===== src/rtl/mem_port_arbiter.sv =====
// Round-robin arbiter sharing one unified memory port between the CPU (C) and the loader/DMA (D).
// Registers the winning access onto the memory port and returns read data after a fixed latency.
module mem_port_arbiter #(
   parameter int AW         = 32,
   parameter int DW         = 32,
   parameter int RD_LATENCY = 2
) (
   input  logic          clk,
   input  logic          reset,
   input  logic          c_req,
   input  logic          c_we,
   input  logic [AW-1:0] c_addr,
   input  logic [DW-1:0] c_wdata,
   output logic          c_gnt,
   output logic          c_rvalid,
   output logic [DW-1:0] c_rdata,
   input  logic          d_req,
   input  logic          d_we,
   input  logic [AW-1:0] d_addr,
   input  logic [DW-1:0] d_wdata,
   output logic          d_gnt,
   output logic          d_rvalid,
   output logic [DW-1:0] d_rdata,
   output logic          m_en,
   output logic          m_we,
   output logic [AW-1:0] m_addr,
   output logic [DW-1:0] m_wdata,
   input  logic [DW-1:0] m_rdata,
   output logic          busy
);

   localparam logic [3:0] LAT = 4'(RD_LATENCY);

   typedef enum logic [1:0] {IDLE, ACCESS, WAIT} state_t;

   state_t     state, state_nx;
   logic       last_d;   // 1 = D owned the most recent grant (and owns any in-flight read)
   logic [3:0] cnt;
   logic       grant, pick_d;

   // On a tie, the port that did not win last time gets the grant.
   always_comb begin
      pick_d   = d_req & (~c_req | ~last_d);
      grant    = (state == IDLE) & (c_req | d_req) & ~reset;
      c_gnt    = grant & ~pick_d;
      d_gnt    = grant & pick_d;
      state_nx = state;
      case (state)
         IDLE:    if (grant) state_nx = ACCESS;
         ACCESS:  state_nx = m_we ? IDLE : WAIT;
         WAIT:    if (cnt == 4'd1) state_nx = IDLE;
         default: state_nx = IDLE;
      endcase
   end

   assign busy = (state != IDLE);

   always_ff @(posedge clk or posedge reset) begin
      if (reset) begin
         state    <= IDLE;
         last_d   <= 1'b1;
         cnt      <= '0;
         m_en     <= 1'b0;
         m_we     <= 1'b0;
         m_addr   <= '0;
         m_wdata  <= '0;
         c_rvalid <= 1'b0;
         d_rvalid <= 1'b0;
         c_rdata  <= '0;
         d_rdata  <= '0;
      end else begin
         state    <= state_nx;
         m_en     <= 1'b0;
         m_we     <= 1'b0;
         c_rvalid <= 1'b0;
         d_rvalid <= 1'b0;
         case (state)
            IDLE: begin
               if (grant) begin
                  m_en    <= 1'b1;
                  m_we    <= pick_d ? d_we : c_we;
                  m_addr  <= pick_d ? d_addr : c_addr;
                  m_wdata <= pick_d ? d_wdata : c_wdata;
                  last_d  <= pick_d;
               end
            end
            ACCESS: begin
               if (!m_we) cnt <= LAT;
            end
            WAIT: begin
               cnt <= cnt - 4'd1;
               if (cnt == 4'd1) begin
                  if (last_d) begin
                     d_rdata  <= m_rdata;
                     d_rvalid <= 1'b1;
                  end else begin
                     c_rdata  <= m_rdata;
                     c_rvalid <= 1'b1;
                  end
               end
            end
            default: ;
         endcase
      end
   end

endmodule


===== config.mk =====
export PLATFORM = sky130hd
export DESIGN_NAME = mem_port_arbiter
export DESIGN_NICKNAME = d
export VERILOG_FILES = /design/src/rtl/mem_port_arbiter.sv
export SDC_FILE = /design/constraint.sdc
export NUM_CORES = 1
export LEC_CHECK = 0
export BUFFER_PORTS_ARGS = -buffer_cell sky130_fd_sc_hd__buf_2
export CAP_MARGIN = 15
export CORE_MARGIN = 2
export CORE_UTILIZATION = 45
export DETAILED_ROUTE_END_ITERATION = 6
export GPL_TIMING_DRIVEN = 0
export PLACE_DENSITY = 0.78
export SYNTH_ARGS = -nofsm -noshare
export SYNTH_HDL_FRONTEND = slang
export SYNTH_SLANG_ARGS = --single-unit

===== constraint.sdc =====
create_clock -name clk -period 9.6 [get_ports clk]
set_input_delay 0.48 -clock clk [delete_from_list [all_inputs] [get_ports clk]]
set_output_delay 0.48 -clock clk [all_outputs]
set_load 0.02 [all_outputs]

==> qor.tcl, run 1 <==
set qor(outcome) {finished, final reports clean}
set qor(hold_viol) 0
set qor(max_slew.worst_pin.slew_ns) 0.5491
set qor(antenna_left) 0
set qor(period_minus_slack_ns) 2.505
set qor(die_height_um) 121.3
set qor(crit_path_end_kind) {primary output}
set qor(path_type_of_the_worst_min_delay_path) {input port to async pin}
set qor(slew_headroom_pct) 63.39
set qor(h_tree_depth) 4
set qor(post_synth_inst_count) 477
set qor(fin_tns_setup_ns) 0
set qor(clockBufferDepth) 2
set qor(placed_instances) 954
set qor(power_frac_comb_pct) 41.8
set qor(clkSlewWorstSetupHoldPaths_ns) 0.06
set qor(ctsHoldBuffers) 0
set qor(rows) 42
set qor(timing.clock.skew_ns) 0.006963
set qor(final.fill_count) 1078
set qor(p_leak_uw) 0.004337
set qor(post_synth_instance_area_um2) 6191
set qor(syn-num-nets) 645
set qor(grt_first_pass_wirelength_um) 26810
set qor(post-route-drc-count) 0
set qor(wl_per_cell_um) 17.74
set qor(dominant_delay_contributor_by_cell_family_on_the_critical_path) {buffers and inverters}
set qor(synth_sequential_area_ratio_pct) 56.20
set qor(path_buf_inv) 3
set qor(power_density_nw_per_um2) 328.0
set qor(detail_route.vias_per_cell) 5.297
set qor(clock_power_share_pct) 22.6
set qor(swShare_pct) 38.64
set qor(synth_to_layout_area_growth_pct) 37.65
set qor(synth_seq_cells) 139
set qor(gp_congestion) 0.8239
set qor(syn_avg_cell_area_um2) 12.98
set qor(cts_root_buf) {clkbuf_16}
set qor(die_area_um2) 14710
set qor(cell_breakdown_of_the_critical_path) {buf_6 -> nor3_2 -> and3_1 -> clkbuf_1 -> buf_2}
set qor(cts-buffers-inserted) 17
set qor(critPathRequiredTime_ns) 9.12
set qor(rsz0062_at_grt) {false}
set qor(global_route.usage.total_pct) 23.66
set qor(cts.sinks) 139
set qor(synthDistinctLibCells) 31
set qor(vias) 5218
set qor(dp_hpwl_um) 13260
set qor(cap_viol_max_count) 0
set qor(timing_max_transition_violations_final) 0
set qor(wirelength_um) 17470
set qor(dp_worst_setup_slack_ns) 7.430
set qor(detail_route.first_pass.iterations) 6
set qor(grt_remaining_overflow) 0
set qor(post_cts_buffers) 0
set qor(dr.first_iter.drc_count) 225
set qor(power.ir.vdd_worst_mv) 0.1304
set qor(critical_path.startpoint_type) {flip-flop}
set qor(finalNetCount) 965
set qor(period_utilisation_layout_pct) 26.09
set qor(p_int_uw) 1715
set qor(insertion_delay_ns) 0.41
set qor(grt_max_degree) 85
set qor(die_width_um) 121.3
set qor(switch_pwr_uw) 1080
set qor(finalSetupViolations) 0
set qor(number_of_buffers_added_on_ports) 300
set qor(antenna_violations_before_repair) 0
set qor(initial_core_utilization_pct) 46.38
set qor(critical_path_class) {flip-flop to primary output}
set qor(vias_in_the_first_global_route) 5319
set qor(yosys_warnings) 0
set qor(cpMaxStageDelayCell) {clkbuf_1}
set qor(final_cell_mix) {buf_2, dfrtp_1, nand2_1}
set qor(part_of_the_total_power_dissipated_in_sequential_elements_pct) 35.6
set qor(post_cts_resize_count) 0
set qor(layoutNonFillerInstCount) 985
set qor(cts_tree) {yes}
set qor(crit_path_max_fanout) 10
set qor(drive_above_1_share_pct) 56.61
set qor(totalPowerFinal_uw) 2795
set qor(io_pins) 301
set qor(leading_cell_type_in_the_layout_fill_and_taps_excluded) {buf_2}
set qor(fmax_mhz) 399.2
set qor(worst_ep_arrival_time_ns) 2.02
set qor(insertedDiodeCount) 0
set qor(longest_individual_stage_delay_on_the_worst_path_ns) 0.41
set qor(core_area_um2) 13350
set qor(finalWorstSetupSlack_ns) 7.095
==> sequential cells by signal, summed over array words and instances (netlist names) <==
register / cells
c_rvalid: 1
last_d: 1
m_en: 1
m_addr: 32
state: 2
d_rvalid: 1
cnt: 4
m_we: 1
m_wdata: 32
d_rdata: 32
c_rdata: 32
==> kinds of logic after synthesis <==
| family | after synthesis | synth area share (%) |
|---|---|---|
| flops | 139 | 56.20 |
| buf+inv | 51 | 4.931 |
| simple gates | 144 | 15.06 |
| xor+xnor | 1 | 0.1415 |
| mux | 64 | 11.64 |
| compound gates | 76 | 11.62 |
| fa+ha+maj | 2 | 0.4041 |
==> path summary, 6_finish.rpt <==
kind / slack, ns / start / cells past startpoint / to
max in group asynchronous: 8.69 / reset / 3 / c_rdata[20]
min: 0.15 / reset / 2 / cnt[0]
max: 7.10 / state[1] / 5 / d_gnt
min reg2reg: 0.48 / c_rdata[6] / 1 / c_rdata[6]
max reg2reg: 7.63 / cnt[1] / 7 / c_rdata[27]
min in group clk: 0.29 / d_addr[11] / 2 / m_addr[11]
==> metrics by stage <==
stage	cell area (um2)	utilization, %	hold WS (ns)
3_5_place_dp	7945	59.52	0.4695
5_1_grt	8522	63.85	0.1844
4_1_cts	8522	63.85	0.1593
6_report	8522	63.85	0.1496
3_3_place_gp	7913	59.28	0.4617
2_1_floorplan	6191	-	0.4755
==> synth_stat cells <==
master	number	share of area [%]
buf_6	12	2.2
buf_4	1	0.12
mux2_2	39	7.1
a21o_1	1	0.12
dfstp_2	1	0.42
nand2_1	66	4.0
and3_1	2	0.20
nand2b_1	1	0.10
nand3_2	1	0.16
xnor2_1	1	0.14
nor3b_2	2	0.40
a21oi_1	5	0.40
nor2_1	2	0.12
mux2_1	25	4.5
o22ai_1	1	0.10
nor3_2	51	8.2
nor2b_4	1	0.22
o21ai_1	1	0.081
buf_2	16	1.3
a221o_1	64	10
or3_4	1	0.18
dfrtp_1	138	56
nor3_1	15	1.2
a311oi_1	2	0.28
inv_1	8	0.49
ha_1	2	0.40
clkbuf_1	14	0.85
nor2b_1	1	0.10
or2_2	1	0.10
a22o_1	1	0.14
o221ai_1	1	0.14
==> final cells by class <==
cell class / instances / area, um2 / share of cell area [%]
Buffer: 43 / 275.3 / 3.230
Clock buffer: 20 / 456.7 / 5.359
Clock inverter: 11 / 120.1 / 1.409
Inverter: 8 / 35.03 / 0.4111
Multi-Input combinational cell: 287 / 2406 / 28.23
Sequential cell: 139 / 3480 / 40.83
Tap cell: 176 / 220.2 / 2.584
Timing Repair Buffer: 301 / 1529 / 17.94
==> per-layer routing <==
metal  up-vias  wire length, um  track usage (%)  part of all wire (%)
met5         -                0                0                     0
met4         0              431            9.339                   2.5
met3        31             1440            8.130                   8.2
met2       229             9052            41.40                    52
met1      2553             6549            26.40                    37
li1       2405                -                -                     -
==> power groups by stage <==
stage	Sequential, uW	Combinational (uW)	Clock [uW]
final	996	1170	632
after global routing	1020	1250	672
after CTS	993	1180	643
after detailed placement	998	1180	0
after global placement	985	1150	0
after floorplan	1290	449	0
Power figures use the tool's default switching activity.
==> run 2, diff against run 1 <==
--- a/config.mk
+++ b/config.mk
@@ -8,10 +8,10 @@
 export BUFFER_PORTS_ARGS = -buffer_cell sky130_fd_sc_hd__buf_2
 export CAP_MARGIN = 15
 export CORE_MARGIN = 2
-export CORE_UTILIZATION = 45
+export CORE_UTILIZATION = 42
 export DETAILED_ROUTE_END_ITERATION = 6
 export GPL_TIMING_DRIVEN = 0
-export PLACE_DENSITY = 0.78
+export PLACE_DENSITY = 0.77
 export SYNTH_ARGS = -nofsm -noshare
 export SYNTH_HDL_FRONTEND = slang
 export SYNTH_SLANG_ARGS = --single-unit
==> constraint.sdc (replaced) <==
create_clock -name clk -period 2 [get_ports clk]
set_input_delay 0.1 -clock clk [delete_from_list [all_inputs] [get_ports clk]]
set_output_delay 0.1 -clock clk [all_outputs]
set_load 0.02 [all_outputs]
==> qor.tcl, run 2 (synthesis gave the netlist of run 1 again) <==
set qor(vias) 5677
set qor(critical_path_class) {flip-flop to flip-flop}
set qor(cpMaxStageDelayCell) {dfrtp_1}
set qor(rows) 44
set qor(grt_remaining_overflow) 0
set qor(gp_congestion) 0.7947
set qor(crit_path_end_kind) {flip-flop}
set qor(clkSlewWorstSetupHoldPaths_ns) 0.06
set qor(core_area_um2) 14480
set qor(power.ir.vdd_worst_mv) 0.5922
set qor(drive_above_1_share_pct) 50.93
set qor(cts-buffers-inserted) 17
set qor(period_utilisation_layout_pct) 95.09
set qor(path_type_of_the_worst_min_delay_path) {input port to flip-flop}
set qor(vias_in_the_first_global_route) 6117
set qor(grt_first_pass_wirelength_um) 31550
set qor(dominant_delay_contributor_by_cell_family_on_the_critical_path) {buffers and inverters}
set qor(final_cell_mix) {buf_2, dfrtp_1, dlygate4sd3_1}
set qor(critPathRequiredTime_ns) 2.30
set qor(finalNetCount) 1068
set qor(cts_root_buf) {clkbuf_16}
set qor(dr.first_iter.drc_count) 239
set qor(die_width_um) 125.4
set qor(io_pins) 301
set qor(die_height_um) 125.4
set qor(hold_viol) 0
set qor(layoutNonFillerInstCount) 1098
set qor(detail_route.first_pass.iterations) 4
set qor(number_of_buffers_added_on_ports) 300
set qor(cts.sinks) 139
set qor(period_minus_slack_ns) 1.902
set qor(path_buf_inv) 3
set qor(placed_instances) 965
set qor(h_tree_depth) 4
set qor(critical_path.startpoint_type) {flip-flop}
set qor(antenna_left) 0
set qor(post-route-drc-count) 0
set qor(finalSetupViolations) 0
set qor(p_leak_uw) 0.004778
set qor(longest_individual_stage_delay_on_the_worst_path_ns) 0.38
set qor(clockBufferDepth) 2
set qor(power_density_nw_per_um2) 1428
set qor(global_route.usage.total_pct) 25.54
set qor(wl_per_cell_um) 18.22
set qor(cts_tree) {yes}
set qor(crit_path_max_fanout) 10
set qor(timing.clock.skew_ns) 0.01957
set qor(cell_breakdown_of_the_critical_path) {inv_1 -> ha_1 -> nor3b_4 -> and3_1 -> clkbuf_4 -> buf_6 -> mux2_2}
set qor(antenna_violations_before_repair) 1
set qor(insertion_delay_ns) 0.42
set qor(fin_tns_setup_ns) 0
set qor(die_area_um2) 15730
set qor(max_slew.worst_pin.slew_ns) 0.6617
set qor(cap_viol_max_count) 0
set qor(grt_max_degree) 43
set qor(leading_cell_type_in_the_layout_fill_and_taps_excluded) {buf_2}
set qor(detail_route.vias_per_cell) 5.170
set qor(initial_core_utilization_pct) 42.76
set qor(dp_hpwl_um) 13210
set qor(slew_headroom_pct) 55.88
set qor(fmax_mhz) 525.8
set qor(synth_to_layout_area_growth_pct) 55.19
set qor(timing_max_transition_violations_final) 0
set qor(outcome) {finished, final reports clean}
set qor(wirelength_um) 20000
set qor(worst_ep_arrival_time_ns) 2.20
-- run 2: what timing repair did --
| item | CTS | global route |
|---|---|---|
| pin swaps | 0 | 2 |
| hold endpoints to repair | 149 | 0 |
| gates resized for setup | 3 | 6 |
| setup endpoints to repair | 2 | 31 |
| buffers inserted | 0 | 2 |
| hold buffers | 99 | 0 |
-- run 2: metal layers --
layer	vias to the layer above	track usage (%)	part of all wire, %
met5	-	0	0
met4	0	12.16	2.9
met3	47	6.846	6.3
met2	271	44.57	51
met1	2747	29.16	39
li1	2612	-	-
-- run 2: final cells by class --
class | count | area [um2]
inverters | 8 | 33.78
repair buffers | 405 | 2594
multi-input cells | 287 | 2419
clock inverters | 15 | 150.1
plain buffers | 42 | 274.0
flip-flops and latches | 139 | 3480
diodes | 1 | 2.502
clock buffers | 17 | 425.4
well taps | 184 | 230.2
fillers | 1093 | 4871
-- run 2: final timing paths --
path	start	to	slack, ns	depth (start not counted)
worst max-delay path	cnt[1]	c_rdata[19]	0.1	7
worst max register to register	cnt[1]	c_rdata[19]	0.1	7
worst min register to register	c_rdata[0]	c_rdata[0]	0.48	1
min in group asynchronous	reset	m_we	0.31	3
max in group asynchronous	reset	m_addr[27]	0.69	6
worst min-delay path	c_wdata[15]	m_wdata[15]	0.04	4
-- run 2: tightest hold or removal path, cell delays in order --
cell and delay, ns:
buf_2 0.07, nand2_1 0.05, nor3_2 0.09, a221o_1 0.11
-- run 2: stage by stage --
step / setup slack (ns) / power [uW] / util, % / hold slack, ns / cell area, um2
after detailed placement: 0.03711 / 10410 / 55.30 / 0.1962 / 8006
after global routing: -0.001995 / 14410 / 66.36 / 0.06388 / 9608
after CTS: -0.06058 / 13670 / 66.19 / 0.03490 / 9583
after global placement: -0.7805 / 10260 / 54.74 / 0.3281 / 7926
after floorplan: 0.1657 / 8358 / - / 0.2327 / 6195
final: 0.09815 / 13720 / 66.36 / 0.04074 / 9608
-- run 2: where the power goes --
group          internal, uW  total [uW]  switching, uW
Combinational          2420        5850           3430
Sequential             4070        4790            723
Clock                  1750        3080           1330
Total                  8240       13700           5480
==> run 3, diff against run 2 <==
--- a/config.mk
+++ b/config.mk
@@ -6,7 +6,6 @@
 export NUM_CORES = 1
 export LEC_CHECK = 0
 export BUFFER_PORTS_ARGS = -buffer_cell sky130_fd_sc_hd__buf_2
-export CAP_MARGIN = 15
 export CORE_MARGIN = 2
 export CORE_UTILIZATION = 42
 export DETAILED_ROUTE_END_ITERATION = 6
==> constraint.sdc (replaced) <==
create_clock -name clk -period 2 [get_ports clk]
set_input_delay 0.4 -clock clk [delete_from_list [all_inputs] [get_ports clk]]
set_output_delay 0.4 -clock clk [all_outputs]
set_load 0.02 [all_outputs]
==> qor.tcl, run 3 (synthesis gave the netlist of run 1 again) <==
set qor(cell_breakdown_of_the_critical_path) {nor2b_1 -> buf_4 -> nor3b_4 -> buf_6}
set qor(cts_root_buf) {clkbuf_16}
set qor(placedInstanceArea_um2) 8006
set qor(grt_max_degree) 43
set qor(global_route.usage.total_pct) 22.82
set qor(dp_hpwl_um) 13210
set qor(leading_cell_type_in_the_layout_fill_and_taps_excluded) {buf_2}
set qor(critical_path_class) {flip-flop to primary output}
set qor(finalWorstSetupSlack_ns) -0.04696
set qor(detail_route.vias_per_cell) 5.213
set qor(period_utilisation_layout_pct) 102.3
set qor(die_area_um2) 15730
set qor(crit_path_max_fanout) 10
set qor(dominant_delay_contributor_by_cell_family_on_the_critical_path) {flip-flops}
set qor(wirelength_um) 17780
set qor(power.ir.vdd_worst_mv) 0.5866
set qor(dr.first_iter.drc_count) 266
set qor(failed_checks) {negative setup slack}
set qor(io_pins) 301
set qor(postLayoutCellArea_um2) 8658
set qor(timing.clock.skew_ns) 0.01350
set qor(totalPowerFinal_uw) 13470
set qor(critPathRequiredTime_ns) 1.60
set qor(cap_viol_max_count) 0
set qor(slew_headroom_pct) 55.36
set qor(fin_util_pct) 59.80
set qor(crit_path_end_kind) {primary output}
set qor(final_cell_mix) {buf_2, dfrtp_1, nand2_1}
set qor(grt_remaining_overflow) 0
set qor(cts-buffers-inserted) 17
set qor(longest_individual_stage_delay_on_the_worst_path_ns) 0.56
set qor(initial_core_utilization_pct) 42.76
set qor(die_height_um) 125.4
set qor(hold_viol) 0
set qor(max_slew.worst_pin.slew_ns) 0.6696
set qor(post-route-drc-count) 0
set qor(layoutNonFillerInstCount) 1002
set qor(p_leak_uw) 0.004379
set qor(clkSlewWorstSetupHoldPaths_ns) 0.06
set qor(drive_above_1_share_pct) 57.53
set qor(worst_ep_arrival_time_ns) 1.65
set qor(core_area_um2) 14480
set qor(power_density_nw_per_um2) 1555
set qor(cpMaxStageDelayCell) {dfstp_2}
set qor(finalSetupViolations) 1
set qor(rows) 44
set qor(period_minus_slack_ns) 2.047
set qor(ctsHoldBuffers) 0
set qor(grt_first_pass_wirelength_um) 28050
set qor(insertion_delay_ns) 0.42
set qor(path_buf_inv) 2
set qor(fmax_mhz) 488.5
set qor(cts_tree) {yes}
set qor(synth_to_layout_area_growth_pct) 39.85
set qor(vias_in_the_first_global_route) 5348
set qor(cts.sinks) 139
set qor(outcome) {finished, violations left}
set qor(vias) 5223
set qor(antenna_left) 0
set qor(detail_route.first_pass.iterations) 4
set qor(wl_per_cell_um) 17.74
set qor(clockBufferDepth) 2
set qor(timing_max_transition_violations_final) 0
set qor(critical_path.startpoint_type) {flip-flop}
set qor(number_of_buffers_added_on_ports) 300
set qor(die_width_um) 125.4
set qor(placed_instances) 965
set qor(rsz0062_at_grt) {true}
set qor(h_tree_depth) 4
set qor(finalNetCount) 972
set qor(path_type_of_the_worst_min_delay_path) {input port to async pin}
set qor(gp_congestion) 0.7947
set qor(antenna_violations_before_repair) 0
[run 3: path summary, 6_finish.rpt]
check	startpoint	endpoint	slack (ns)	cells after the start
worst max-delay path	last_d	c_gnt	-0.05	4
worst min-delay path	reset	m_we	0.04	2
worst max register to register	cnt[1]	c_rdata[25]	0.12	7
worst min register to register	c_rdata[0]	c_rdata[0]	0.48	1
max in group asynchronous	reset	m_addr[27]	0.95	5
min in group clk	d_wdata[27]	m_wdata[27]	0.20	2
[run 3: layer usage]
layer / GRT usage (%) / share of wire [%] / up-vias
met5: 0 / 0 / -
met4: 7.974 / 2.2 / 0
met3: 6.418 / 7.3 / 36
met2: 39.64 / 51 / 235
met1: 27.23 / 40 / 2533
li1: - / - / 2419
[run 3: layout make-up]
class | instances | area (um2)
Buffer | 41 | 272.8
Antenna cell | 1 | 2.502
Tap cell | 184 | 230.2
Clock inverter | 15 | 150.1
Sequential cell | 139 | 3481
Multi-Input combinational cell | 287 | 2424
Inverter | 8 | 33.78
Timing Repair Buffer | 310 | 1639
Fill cell | 1260 | 5821
Clock buffer | 17 | 425.4
[run 3: per-stage QoR]
stage / setup slack, ns / setup TNS (ns) / hold WS, ns
floorplan: -0.1343 / -18.53 / 0.4755
global placement: -1.080 / -148.13 / 0.4629
detailed placement: 0.01133 / 0 / 0.4691
CTS: -0.1107 / -0.1568 / 0.04555
global route: -0.1020 / -0.1160 / 0.08474
finish: -0.04696 / -0.04696 / 0.04190
[run 3: report_power, final]
| part | leakage (uW) | internal (uW) | switching (uW) | total, uW |
|---|---|---|---|---|
| Clock | 0.000276 | 1750 | 1310 | 3060 |
| Combinational | 0.00238 | 2320 | 3330 | 5650 |
| Sequential | 0.00172 | 4070 | 682 | 4750 |
| Total | 0.00438 | 8140 | 5320 | 13500 |
[run 3: repair_timing]
item,in CTS,in global routing
pin swaps,3,2
buffers inserted,5,1
endpoints found under the setup margin,2,31
gates resized for setup,9,7
